[config.mk]
export PLATFORM = sky130hd
export DESIGN_NAME = branch_predictor
export DESIGN_NICKNAME = d
export VERILOG_FILES = /design/src/rtl/bp_pkg.sv /design/src/rtl/bp_table.sv /design/src/rtl/branch_predictor.sv
export SDC_FILE = /design/constraint.sdc
export NUM_CORES = 2
export LEC_CHECK = 0
export BUFFER_PORTS_ARGS = -buffer_cell sky130_fd_sc_hd__buf_2
export CAP_MARGIN = 40
export CORE_ASPECT_RATIO = 1.1
export CORE_MARGIN = 2
export CORE_UTILIZATION = 34
export CTS_CLUSTER_DIAMETER = 30
export DETAILED_ROUTE_END_ITERATION = 12
export HOLD_SLACK_MARGIN = 0.1
export PLACE_DENSITY_LB_ADDON = 0.08
export RECOVER_POWER = 25
export SLEW_MARGIN = 20
export SYNTH_ARGS = -nofsm -noshare
export SYNTH_HDL_FRONTEND = slang
export SYNTH_SLANG_ARGS = --single-unit
export TNS_END_PERCENT = 1
[constraint.sdc]
create_clock -name clk -period 5.73 [get_ports clk]
set_input_delay 0.573 -clock clk [delete_from_list [all_inputs] [get_ports clk]]
set_output_delay 0.573 -clock clk [all_outputs]
set_load 0.01 [all_outputs]
[src/rtl/bp_pkg.sv]
// Shared types for the branch predictor: 2-bit direction counter, sequencer
// state and the saturating counter step.
package bp_pkg;

  typedef logic [1:0] ctr_t;

  localparam ctr_t CTR_SNT = 2'd0;
  localparam ctr_t CTR_WNT = 2'd1;
  localparam ctr_t CTR_WT  = 2'd2;
  localparam ctr_t CTR_ST  = 2'd3;

  typedef enum logic {CLEAR, RUN} bp_state_t;

  // Saturates at both ends: never wraps 3->0 or 0->3.
  function automatic ctr_t ctr_next(input ctr_t c, input logic taken);
    if (taken) return (c == CTR_ST) ? CTR_ST : ctr_t'(c + 2'd1);
    else       return (c == CTR_SNT) ? CTR_SNT : ctr_t'(c - 2'd1);
  endfunction

endpackage

[src/rtl/bp_table.sv]
// Simple dual-port predictor table: one synchronous read port, one write port
// with separate enables for the metadata and target fields.
module bp_table #(
  parameter int ENTRIES = 64,
  parameter int IDX_W   = 6,
  parameter int META_W  = 11,
  parameter int TGT_W   = 32
) (
  input  logic              clk,
  input  logic              rd_en,
  input  logic [IDX_W-1:0]  rd_idx,
  output logic [META_W-1:0] rd_meta,
  output logic [TGT_W-1:0]  rd_tgt,
  input  logic [IDX_W-1:0]  wr_idx,
  input  logic              wr_meta_en,
  input  logic [META_W-1:0] wr_meta,
  input  logic              wr_tgt_en,
  input  logic [TGT_W-1:0]  wr_tgt
);

  logic [META_W-1:0] meta_mem [ENTRIES];
  logic [TGT_W-1:0]  tgt_mem  [ENTRIES];

  // Read-before-write on a same-address collision; the top level bypasses it.
  always_ff @(posedge clk) begin
    if (wr_meta_en) meta_mem[wr_idx] <= wr_meta;
    if (wr_tgt_en)  tgt_mem[wr_idx]  <= wr_tgt;
    if (rd_en) begin
      rd_meta <= meta_mem[rd_idx];
      rd_tgt  <= tgt_mem[rd_idx];
    end
  end

endmodule

[src/rtl/branch_predictor.sv]
// Direct-mapped BHT+BTB for fetch: lookup read at edge E, registered prediction
// after E+1; trained from decode resolution; table cleared by a sequencer after reset.
module branch_predictor
  import bp_pkg::*;
#(
  parameter int ENTRIES = 64,
  parameter int TAG_W   = 8,
  parameter int XLEN    = 32
) (
  input  logic            clk,
  input  logic            rst,
  input  logic            lookup_en,
  input  logic [XLEN-1:0] lookup_pc,
  output logic            pred_hit,
  output logic            pred_taken,
  output logic [XLEN-1:0] pred_target,
  input  logic            update_en,
  input  logic [XLEN-1:0] update_pc,
  input  logic            update_taken,
  input  logic [XLEN-1:0] update_target,
  output logic            ready
);

  localparam int IDX_W = $clog2(ENTRIES);

  typedef struct packed {
    logic             valid;
    logic [TAG_W-1:0] tag;
    ctr_t             ctr;
  } meta_t;

  localparam int META_W = $bits(meta_t);

  bp_state_t        state;
  logic [IDX_W-1:0] clr_idx;
  logic             run;

  logic [IDX_W-1:0] lk_idx, up_idx;
  logic [TAG_W-1:0] lk_tag, up_tag;
  logic             unused_pc;

  assign run    = (state == RUN);
  assign lk_idx = lookup_pc[IDX_W+1:2];
  assign lk_tag = lookup_pc[IDX_W+TAG_W+1:IDX_W+2];
  assign up_idx = update_pc[IDX_W+1:2];
  assign up_tag = update_pc[IDX_W+TAG_W+1:IDX_W+2];
  assign unused_pc = ^{lookup_pc[XLEN-1:IDX_W+TAG_W+2], lookup_pc[1:0],
                       update_pc[XLEN-1:IDX_W+TAG_W+2], update_pc[1:0]};

  // Flop copy of the metadata so an update can read-modify-write in one cycle
  // while the RAM read port stays dedicated to fetch lookups.
  meta_t sh_meta [ENTRIES];
  meta_t up_old, up_meta;
  logic  up_hit, up_meta_we, up_tgt_we;

  assign up_old     = sh_meta[up_idx];
  assign up_hit     = up_old.valid && (up_old.tag == up_tag);
  assign up_meta_we = run && update_en && (up_hit || update_taken);
  assign up_tgt_we  = run && update_en && update_taken;

  always_comb begin
    up_meta       = '0;
    up_meta.valid = 1'b1;
    up_meta.tag   = up_tag;
    up_meta.ctr   = up_hit ? ctr_next(up_old.ctr, update_taken) : CTR_WT;
  end

  // Write port: clear sequencer owns it in CLEAR, resolved branches in RUN.
  logic [IDX_W-1:0] wr_idx;
  meta_t            wr_meta;
  logic             wr_meta_en, wr_tgt_en;

  always_comb begin
    wr_idx     = clr_idx;
    wr_meta    = '0;
    wr_meta_en = 1'b1;
    wr_tgt_en  = 1'b0;
    if (run) begin
      wr_idx     = up_idx;
      wr_meta    = up_meta;
      wr_meta_en = up_meta_we;
      wr_tgt_en  = up_tgt_we;
    end
  end

  always_ff @(posedge clk) begin
    if (wr_meta_en) sh_meta[wr_idx] <= wr_meta;
  end

  logic             lk_en;
  logic [META_W-1:0] rd_meta_raw;
  meta_t            rd_meta;
  logic [XLEN-1:0]  rd_tgt;

  assign lk_en   = run && lookup_en;
  assign rd_meta = meta_t'(rd_meta_raw);

  bp_table #(
    .ENTRIES (ENTRIES),
    .IDX_W   (IDX_W),
    .META_W  (META_W),
    .TGT_W   (XLEN)
  ) u_table (
    .clk        (clk),
    .rd_en      (lk_en),
    .rd_idx     (lk_idx),
    .rd_meta    (rd_meta_raw),
    .rd_tgt     (rd_tgt),
    .wr_idx     (wr_idx),
    .wr_meta_en (wr_meta_en),
    .wr_meta    (wr_meta),
    .wr_tgt_en  (wr_tgt_en),
    .wr_tgt     (update_target)
  );

  // Clear sequencer.
  always_ff @(posedge clk) begin
    if (rst) begin
      state   <= CLEAR;
      clr_idx <= '0;
      ready   <= 1'b0;
    end else if (state == CLEAR) begin
      clr_idx <= clr_idx + IDX_W'(1);
      if (clr_idx == IDX_W'(ENTRIES - 1)) begin
        state <= RUN;
        ready <= 1'b1;
      end
    end
  end

  // Lookup stage: tag and same-edge update capture for the bypass.
  logic             lookup_q;
  logic [TAG_W-1:0] tag_q;
  logic             byp_vld, byp_tgt_vld;
  meta_t            byp_meta;
  logic [XLEN-1:0]  byp_tgt;

  always_ff @(posedge clk) begin
    if (rst) begin
      lookup_q    <= 1'b0;
      tag_q       <= '0;
      byp_vld     <= 1'b0;
      byp_tgt_vld <= 1'b0;
      byp_meta    <= '0;
      byp_tgt     <= '0;
    end else begin
      lookup_q    <= lk_en;
      if (lk_en) tag_q <= lk_tag;
      byp_vld     <= lk_en && up_meta_we && (up_idx == lk_idx);
      byp_tgt_vld <= up_tgt_we;
      byp_meta    <= up_meta;
      byp_tgt     <= update_target;
    end
  end

  meta_t           cur_meta;
  logic [XLEN-1:0] cur_tgt;
  logic            cur_hit;

  // A not-taken hit leaves the target untouched, so the RAM copy is still current.
  assign cur_meta = byp_vld ? byp_meta : rd_meta;
  assign cur_tgt  = (byp_vld && byp_tgt_vld) ? byp_tgt : rd_tgt;
  assign cur_hit  = cur_meta.valid && (cur_meta.tag == tag_q);

  always_ff @(posedge clk) begin
    if (rst) begin
      pred_hit    <= 1'b0;
      pred_taken  <= 1'b0;
      pred_target <= '0;
    end else if (lookup_q) begin
      pred_hit    <= cur_hit;
      pred_taken  <= cur_hit && cur_meta.ctr[1];
      pred_target <= cur_hit ? cur_tgt : '0;
    end
  end

endmodule

==> out/qor.log <==
qor: run_status.run_status finished, violations left
qor: run_status.violations max-capacitance violations, max-slew violations
qor: global_routing.antenna_found_initial 23
qor: timing.layout_worst_path_cycle_share 0.743
qor: clock_tree.cts-root-to-sink-buffers 4
qor: drt.wl_met2 197 mm
qor: layout.layout_common_cells sky130_fd_sc_hd__edfxtp_1, sky130_fd_sc_hd__mux4_2, sky130_fd_sc_hd__clkbuf_16
qor: yosys.synth_enable_flop_cells 2794
qor: drt.remaining_drc_errors 0
qor: yosys.postSynth.topFlopCell sky130_fd_sc_hd__edfxtp_1
qor: setup_path.cp_cell_sequence buf_2, nand2b_1, buf_4, o22ai_1, or3_1, a21boi_0, a2111oi_1, a31oi_1, a2111oi_4, a31oi_4, buf_12, nor2_1, buf_4
qor: pwr.p_leak 0.0486 uW
qor: placed_design.detailed_place_hpwl 224 mm
qor: pwr.power_density 425 nW/um^2
qor: setup_path.critical_path.most_common_cell sky130_fd_sc_hd__buf_4
qor: floorplanning.die_span_in_x 560 microns
qor: timing.finalHoldWorstSlack 0.205 ns
qor: drt.detailedRoute.firstIterationViolations 5323
qor: hold_path.min_path_type primary input to register
qor: clock_tree.clock-sinks 2889
qor: clock_tree.cts_repair_resize_count 0
qor: setup_path.crit_required 6.35 ns
qor: drt.antenna_left 0
qor: drt.drtPass1Iterations 5
qor: placed_design.placed_cell_area 125000 sq um
qor: clock_tree.clockRootBuffer sky130_fd_sc_hd__clkbuf_16
qor: timing.fin_skew 0.0537 ns
qor: timing.setup_tns_final 0 ns
qor: timing.tightest_slew 3.40 ns
qor: yosys.synth.avg_cell_area 22.7 sq um
qor: yosys.yosys.cell_types.count 71
qor: layout.areaGrowthSynthToFinish 28.1%
qor: run.drv.max_cap_violation_count 20
qor: yosys.synth_async_sr_flop_share 0
qor: floorplanning.top_level_ports 136
qor: drt.top_layer met5
qor: layout.layout.cell_area.non_filler 148000 sq um
qor: layout.post-route-util 0.437
qor: timing.rsz0062_at_grt false
qor: placed_design.total_placed_cells_including_tap_cells 9784
qor: drt.wl_per_cell 34.1 microns
qor: yosys.synth-seq-area-share 0.743
qor: clock_tree.insertion_delay 1.02 ns
qor: timing.finalSetupViolCount 0
qor: drt.detail_route.vias_per_cell 5.32
qor: clock_tree.post-cts-setup-buffers 0
qor: global_routing.grt_start_max_net_pins 97
qor: layout.nets 6070
qor: clock_tree.tritoncts built
qor: floorplanning.rows 224
qor: timing.post-route-min-period 4.26 ns
qor: setup_path.timing.setup.critical_path_class primary input to register
qor: clock_tree.clock_tree.htree_level_count 6
qor: drt.vias 58700
qor: yosys.synthesis.yosys.warnings 0
qor: placed_design.port-buffer-count 99
qor: layout.drive_above_1_share 0.396
qor: layout.fill_cell_total_of_the_finished_layout 29000
qor: timing.fmax 235 MHz
qor: clock_tree.cts-buffers-inserted 652
qor: clock_tree.clkTransAtPathRegs 0.04 ns
qor: clock_tree.cts_hold_repair.buffers 48
qor: setup_path.start_kind primary input
qor: drt.met3WireLength 17.7 mm
qor: layout.layout_commonest_cell sky130_fd_sc_hd__edfxtp_1
qor: drt.routed_wirelength 376 mm
qor: floorplanning.design.die.area 345000 sq um
qor: yosys.yosys_register_bits 2889
qor: floorplanning.core_area 338000 sq um
qor: setup_path.worstSetupEndpointType register
qor: yosys.syn_nets 5193
qor: global_routing.global_route.usage.total 0.217
qor: timing.worst_slew_margin_rel -1.26
qor: drt.routedLengthMet1 151 mm
qor: setup_path.highest_delay_cell_along_the_critical_path sky130_fd_sc_hd__buf_2
qor: global_routing.overflow 0
qor: setup_path.critPathMaxFanout 24
qor: timing.hold_viol_final 0
qor: pwr.worst_ir_drop_vdd 0.335 mV
qor: floorplanning.initial_utilization 0.342
qor: placed_design.finalWeightedCongestion 0.807
qor: global_routing.vias_in_the_first_global_route 63000
qor: setup_path.max_incr_delay_on_cp 0.64 ns
qor: global_routing.grt_pass1_wl 519 mm
qor: setup_path.arrival 4.88 ns
qor: yosys.syn-cell-area 116000 sq um
qor: yosys.post_synth_inst_count 5091
qor: timing.max_transition_viols_final 1114
qor: floorplanning.die_h 615 microns
qor: layout.instances_no_fill 11000
[cells by family after synthesis]
| group | share of synthesized area |
|---|---|
| buffers and inverters | 0.0127 |
| DFF | 0.743 |
| adders and majority gates | 0.000108 |
| and+or+nand+nor | 0.0194 |
| muxes | 0.212 |
| xor gates and xnor gates | 0.00190 |
| AOI/OAI and AO/OA | 0.0115 |
[worst paths after layout]
path	start	to	slack, ns	cells past startpoint
hold / removal	lookup_en	lookup_q	0.21	3
setup / recovery	update_pc[6]	u_table.meta_mem[44][3]	1.47	13
setup reg to reg	u_table.meta_mem[23][4]	u_table.meta_mem[44][3]	1.55	11
hold reg to reg	pred_target[19]	pred_target[19]	0.49	2
[through the flow]
step | total power [uW] | setup WS, ns
final | 62900 | 1.47
after global routing | 64700 | 1.29
after CTS | 63600 | 1.47
after detailed placement | 26000 | 0.448
after global placement | 26000 | 0.468
after floorplan | 24900 | 0.427
[synthesized netlist by cell type (all sizes together), types with 2 or more instances]
library cell,number,area share
xnor2,20,0.0015
nor3,15,0.00069
o21a,4,0.00026
nor4,2,0.00011
a2111o,2,0.00019
clkbuf,168,0.0055
inv,11,0.00036
xor2,5,0.00038
or2,2,0.00011
o22ai,13,0.00070
a22o,6,0.00045
a21o,2,0.00013
nor2b,49,0.0027
nor2,210,0.0069
a211oi,6,0.00039
a221oi,3,0.00023
nand4,7,0.00038
a21oi,89,0.0039
o31ai,2,0.00013
a31oi,6,0.00045
a2111oi,8,0.00079
a22oi,21,0.0014
clkinv,4,0.00013
buf,137,0.0068
nand2,172,0.0056
nand3b,2,0.00013
mux4,1038,0.20
nand3,10,0.00043
a2bb2oi,2,0.00015
mux2i,83,0.0072
nand2b,9,0.00049
mux2,23,0.0022
dfxtp,95,0.016
and3,5,0.00027
and2,18,0.00097
and4,3,0.00023
edfxtp,2794,0.73
o21ai,22,0.00095
o211ai,4,0.00030
o2111ai,2,0.00015
[cell type report]
| cell class | count | area, sq um | area share |
|---|---|---|---|
| Sequential cell | 2889 | 85800 | 0.580 |
| Multi-Input combinational cell | 1882 | 28800 | 0.195 |
| Clock buffer | 783 | 17100 | 0.115 |
| Tap cell | 4520 | 5660 | 0.0382 |
| Timing Repair Buffer | 528 | 5330 | 0.0360 |
| Clock inverter | 416 | 5260 | 0.0356 |
| Inverter | 15 | 57.6 | 0.000389 |
| Antenna cell | 4 | 10.0 | 0.0000676 |
[per-layer routing]
metal / track usage / vias to the layer above
li1: - / 23800
met1: 0.274 / 32400
met2: 0.382 / 1868
met3: 0.0326 / 570
met4: 0.0688 / 4
met5: 0 / -
[power by group]
part,internal (uW),switching [uW]
clock,25200,12000
combinational,1010,1400
sequential,23200,19.9
total,49400,13500
[worst max-delay path, delay by kind of cell]
family          cells  cell delay [ns]
compound gates      6             2.27
buf+inv             4             1.43
simple gates        3             0.53
[sequential cells by signal, summed over array words and instances, names as in the netlist, 6 cells and up]
signal	count
u_table.tgt_mem	2048
u_table.rd_tgt	32
clr_idx	6
byp_tgt	32
u_table.meta_mem	704
pred_target	32
tag_q	8
u_table.rd_meta	10
byp_meta	10
No activity file was read; power rests on OpenSTA's default activity.
